$ cat src/rtl/sao2_core_arbiter.sv
// Round-robin front end for a shared combinational sao2 core: accepts one request at a time,
// registers it into the core, captures the result a cycle later and returns it tagged.
module sao2_core_arbiter #(
  parameter int unsigned NREQ  = 4,
  parameter int unsigned IN_W  = 10,
  parameter int unsigned OUT_W = 4,
  parameter int unsigned CNT_W = 16
) (
  input  logic                     clk,
  input  logic                     rst_n,
  input  logic [NREQ-1:0]          req_valid,
  input  logic [NREQ*IN_W-1:0]     req_data,
  output logic [NREQ-1:0]          req_ready,
  output logic [IN_W-1:0]          core_in,
  input  logic [OUT_W-1:0]         core_out,
  output logic                     rsp_valid,
  input  logic                     rsp_ready,
  output logic [$clog2(NREQ)-1:0]  rsp_id,
  output logic [OUT_W-1:0]         rsp_data,
  output logic [CNT_W-1:0]         served_cnt,
  output logic                     busy
);

  localparam int unsigned IdW = $clog2(NREQ);

  typedef enum logic [1:0] {StIdle, StEval, StResp} state_e;

  state_e             state_q;
  logic [IdW-1:0]     ptr_q;
  logic [IdW-1:0]     tag_q;
  logic [IN_W-1:0]    core_in_q;
  logic               rsp_valid_q;
  logic [IdW-1:0]     rsp_id_q;
  logic [OUT_W-1:0]   rsp_data_q;
  logic [CNT_W-1:0]   served_q;

  logic [IdW-1:0]     grant_idx;
  logic [IdW-1:0]     cand;
  logic               found;
  logic               accept_en;
  logic               transfer;

  // Search starts one past the last winner so the last-served requester gets lowest priority.
  always_comb begin
    grant_idx = ptr_q;
    found     = 1'b0;
    cand      = '0;
    for (int k = 1; k <= int'(NREQ); k++) begin
      cand = IdW'((int'(ptr_q) + k) % int'(NREQ));
      if (!found && req_valid[cand]) begin
        found     = 1'b1;
        grant_idx = cand;
      end
    end
  end

  assign accept_en = (state_q == StIdle) || ((state_q == StResp) && rsp_ready);
  assign transfer  = rst_n && accept_en && found;
  assign req_ready = transfer ? (NREQ'(1) << grant_idx) : '0;

  always_ff @(posedge clk) begin
    if (!rst_n) begin
      state_q     <= StIdle;
      ptr_q       <= IdW'(NREQ - 1);
      tag_q       <= '0;
      core_in_q   <= '0;
      rsp_valid_q <= 1'b0;
      rsp_id_q    <= '0;
      rsp_data_q  <= '0;
      served_q    <= '0;
    end else begin
      if (transfer) begin
        core_in_q <= req_data[grant_idx*IN_W +: IN_W];
        tag_q     <= grant_idx;
        ptr_q     <= grant_idx;
      end
      unique case (state_q)
        StIdle: begin
          if (transfer) state_q <= StEval;
        end
        StEval: begin
          rsp_data_q  <= core_out;
          rsp_id_q    <= tag_q;
          rsp_valid_q <= 1'b1;
          state_q     <= StResp;
        end
        StResp: begin
          if (rsp_ready) begin
            rsp_valid_q <= 1'b0;
            if (served_q != '1) served_q <= served_q + 1'b1;
            state_q <= transfer ? StEval : StIdle;
          end
        end
        default: state_q <= StIdle;
      endcase
    end
  end

  assign core_in    = core_in_q;
  assign rsp_valid  = rsp_valid_q;
  assign rsp_id     = rsp_id_q;
  assign rsp_data   = rsp_data_q;
  assign served_cnt = served_q;
  assign busy       = (state_q != StIdle);

endmodule

$ cat config.mk
export PLATFORM = sky130hd
export DESIGN_NAME = sao2_core_arbiter
export DESIGN_NICKNAME = d
export VERILOG_FILES = /design/src/rtl/sao2_core_arbiter.sv
export SDC_FILE = /design/constraint.sdc
export NUM_CORES = 1
export LEC_CHECK = 0
export ABC_CLOCK_PERIOD_IN_PS = 3960
export CAP_MARGIN = 20
export CORE_UTILIZATION = 30
export CTS_CLUSTER_DIAMETER = 100
export DETAILED_ROUTE_END_ITERATION = 16
export GPL_ROUTABILITY_DRIVEN = 1
export HOLD_SLACK_MARGIN = 0.02
export PLACE_DENSITY = 0.61
export REMOVE_ABC_BUFFERS = 1
export SLEW_MARGIN = 20
export SYNTH_ARGS = -nofsm -noshare
export SYNTH_HDL_FRONTEND = slang
export SYNTH_SLANG_ARGS = --single-unit
$ cat constraint.sdc
create_clock -name clk -period 3.96 [get_ports clk]
set_input_delay 0.594 -clock clk [delete_from_list [all_inputs] [get_ports clk]]
set_output_delay 0.594 -clock clk [all_outputs]
set_load 0.03 [all_outputs]
Word level (Yosys, flattened, before mapping). Cells that the tools add are included.

Register bits: 39. Output and inout bits: 38. Input port bits: 51. Logic and storage cells: 64.

Mux-type cells: 23. Shift-type cells: 2. $mul: 1. Order comparisons: 4. Equality and inequality tests: 5. Add/sub/neg operators: 5. Reduce and logical (&&, ||, !) cells: 16.

Operators with widths (number): 40-bit by 7-bit variable part select with 10-bit output (1); 16-bit by 1-bit adder with 16-bit output, second input constant (1); 16-bit inequality test, second input constant (1); 2-bit by 3-bit < comparator with 1-bit output, second input constant (4); 2-bit 2-to-1 mux (6); 1-bit 2-to-1 mux (10); 1-bit binary-select mux with 2-bit select (4); 1-bit logical AND (6); 2-bit one-hot mux with 3 select lines (1); 2-bit by 3-bit multiplier with 5-bit output, second input constant (1); 2-bit by 1-bit adder with 2-bit output, second input constant (2); 2-bit adder, second input constant (2); 4-bit 2-to-1 mux (1); 2-bit inequality test, second input constant (2); 2-bit AND reduction (2); 2-bit nonzero test (2); 1-bit by 2-bit << shifter with 4-bit output, first input constant (1); 1-bit logical NOT (3); 3-bit AND reduction (1); 2-bit by 1-bit equality test with 1-bit output, second input constant (1); 2-bit equality test, second input constant (1); 2-bit logical NOT (1); 1-bit one-hot mux with 2 select lines (1); 1-bit logical OR (1).

Longest topological paths before layout.
Depth after elaboration: 17. Gate-level depth with buffers: 7. Gate-level depth less buffers: 6.

Worst setup path before layout. No wires, ideal clock.

Kind: input to output. Start: in rsp_ready. End: out req_ready[2]. Buffers on the path: 1. Setup slack: 1.161 ns. Data required time: 3.366 ns. Cell stages on the path: 5. Arrival time: 2.205 ns. Cell sequence: inv_1 -> a2111oi_4 -> or4b_4 -> buf_6 -> nor2_1.

Cells in the longest elaborated chain, start to end: 5.

RTL lines: start, declared (line 17) `input logic rsp_ready,`; 1-bit logical AND (line 57) `assign accept_en = (state_q == StIdle) || ((state_q == StResp) && rsp_ready);`; 1-bit logical OR (line 57); 1-bit logical AND (2 in a row) (line 58) `assign transfer = rst_n && accept_en && found;`; 4-bit 2-to-1 mux (line 59) `assign req_ready = transfer ? (NREQ'(1) << grant_idx) : '0;`; end, declared (line 13) `output logic [NREQ-1:0] req_ready,`.

Every way passes these cells.

Worst setup path in the final report.
Start: in rsp_ready. End: out req_ready[1].

Same word-level chain as after synthesis.

==> metrics.cfg <==
[place]
place_ws_ns = 0.587
dp_cells = 417
globalplace.congestion = 0.793
port_buffers = 88
place_area_sq_um = 3090
place_hpwl_mm = 4.14

[cells_and_area]
syn_to_final_growth_pct = 50.6
seqCellArea_sq_um = 781
drive_above_1_share_pct = 8.23
multi_input_area_sq_um = 1250
nFillCells = 693
nets = 380
fin_area_sq_um = 3180
diodes = 0
final_cells = 424

[detailed_routing]
ant_nets = 0
dr.pass1.iters = 4
vias = 2087
drtIter0Drc = 62
routed_wl_mm = 5.57
routed_via_density = 4.92
drc_errors = 0
wl_per_cell_um = 13.1

[yosys]
synthDistinctLibCells = 40
yosys_warnings = 0
synth_compound_area_share_pct = 21.9
syn_area_per_cell_sq_um = 8.77
synth_area_leader_cell = dfxtp_1
synth-main-ff-cell = dfxtp_1
synthMostInstantiatedCell = dfxtp_1
synth-simple-area-share_pct = 23.8
async_reset_ff_share_pct = 0
synthTopCellsByArea = dfxtp_1 (37%), mux2i_1 (8.1%), xnor2_1 (5.0%)
synth_top_family_by_area = simple AND/OR/NAND/NOR gates
synthCells = 241
synth-edff-count = 0
muxShareOfSynthArea_pct = 8.05
ys_seq_area_share_pct = 36.9
synth_xor_area_share_pct = 4.97
synth-seq-cells = 39
syn-cell-area_sq_um = 2110
yosys.area.top_type_share_pct = 36.9
synth-adder-area-share_pct = 0.592
netlist_top_cells_count = dfxtp_1 (39), nor2_1 (27), nand2_1 (19)

[run]
max-cap-violations = 0

[sta]
fin_worst_skew_ns = 0.00685
rsz0062_at_grt = false
post-route-min-period_ns = 3.37
period_share_pct = 85.2
relSlewSlack_pct = 40.5
hold_viol = 0
setup_viol = 0
timing.hold.ws_ns = 0.473
max_freq_mhz = 296
worstMarginPinSlew_ns = 0.886
slew_violations = 0
fin_ws_ns = 0.585
fin_tns_setup_ns = 0

[grt]
antenna_found_initial = 0
grt_pass1_vias = 1982
grtUsageMet2_pct = 25.4
grt.overflow.total = 0
grt.busiest_layer = met2
grt_pass1_wl_mm = 9.32
track_usage_pct = 16.1
grt_start_max_net_pins = 24
grt_use_met3_pct = 6.74
grt_use_met1_pct = 19.3

[worst_hold_path]
hold_path.class = register to register

[run_status]
status = completed

[floorplan]
core_area_sq_um = 6790
initial_core_util_pct = 31.1
die_area_sq_um = 7380
die_h_um = 85.9
die_x_um = 85.9
io_pins = 89
num_rows = 30

[pwr]
powerDensity_nw_per_um2 = 353
ir_drop_uv = 198
leakage_uw = 0.00119

[worst_setup_path]
critPathCaptureType = output pin
crit_arrival_ns = 2.78
startpoint_type = primary input
critPathKind = primary input to output pin
crit_fanout = 9
required_ns = 3.37

[cts]
cts_hold_buf = 0
cts-root-buf = clkbuf_8
insertion_delay_ns = 0.29
cts.htree.levels = 2
clk_pin_slew_ns = 0.07
cts_setup_buffers = 0
clockBufferDepth = 2
cts_resized = 0
cts.sinks = 39
tritoncts = built
cts-buffers-inserted = 5

-- path summary, 6_finish.rpt --
path,startpoint,end,slack (ns),cells past startpoint
setup / recovery,rsp_ready,req_ready[1],0.59,6
hold / removal,core_in[9],core_in[9],0.47,2
setup reg to reg,served_cnt[0],served_cnt[9],1.86,6
hold reg to reg,core_in[9],core_in[9],0.47,2
-- routing by layer --
| metal | share of wire, % | wire, um |
|---|---|---|
| met5 | 0 | 0 |
| met2 | 43 | 2400 |
| met4 | 1.7 | 93 |
| met3 | 10 | 569 |
| met1 | 45 | 2510 |
-- area by class of cell --
type                            instances  share of cell area (%)
Timing Repair Buffer                   94                    28.9
Clock buffer                            6                    2.60
Clock inverter                          1                   0.157
Inverter                                5                   0.590
Multi-Input combinational cell        183                    39.4
Sequential cell                        39                    24.5
Tap cell                               96                    3.78
-- registers in the layout (all words and copies together) (netlist names) --
signal	flops
state_q	2
rsp_id	2
tag_q	2
ptr_q	2
core_in	10
rsp_valid	1
rsp_data	4
served_cnt	16
-- logic make-up (layout without fill, tap and decap cells) --
group,Yosys count,in the layout
and+or+nand+nor,96,96
xor gates and xnor gates,12,12
muxes,17,17
adders and majority gates,1,1
DFF,39,39
AOI/OAI and AO/OA,57,57
buffers and inverters,19,106
-- layout by cell type (no fill, tap or decap), drive strengths merged, types with 2 or more instances in the layout --
master         Yosys  routed
clkdlybuf4s50      0      86
nand3              7       7
o31ai             11      11
o21ai              3       3
nand2b             7       7
o211ai            11      11
nor3               7       7
mux2i             17      17
clkbuf            13       6
a211oi             5       5
nor2              27      27
a21o              12      12
buf                1       8
nand3b             2       2
nand2             19      19
dfxtp             39      39
nand4             12      12
a2111oi            2       2
nor4               2       2
nor2b              2       2
o211a              2       2
xnor2             12      12
and3b              2       2
a21oi              8       8
and4               2       2
inv                5       5
-- where the power goes --
part           switching, uW  total, uW  internal (uW)  leakage (uW)
Sequential              28.2        460            432      0.000319
Combinational            205        392            187      0.000825
Clock                    136        272            137     0.0000470
Total                    369       1120            756       0.00119
-- through the flow --
stage               power, uW  util (%)
floorplan                 691         -
global placement          863      45.5
detailed placement        861      45.5
CTS                      1140      46.8
global route             1190      46.8
finish                   1120      46.8
-- critical path, cell delays in order --
cell             delay [ns]
clkdlybuf4s50_1        0.54
inv_1                  0.09
a2111oi_4              0.52
o31ai_1                0.22
nor2_1                 0.13
clkdlybuf4s50_1        0.68
(Power assumes the default switching activity.)
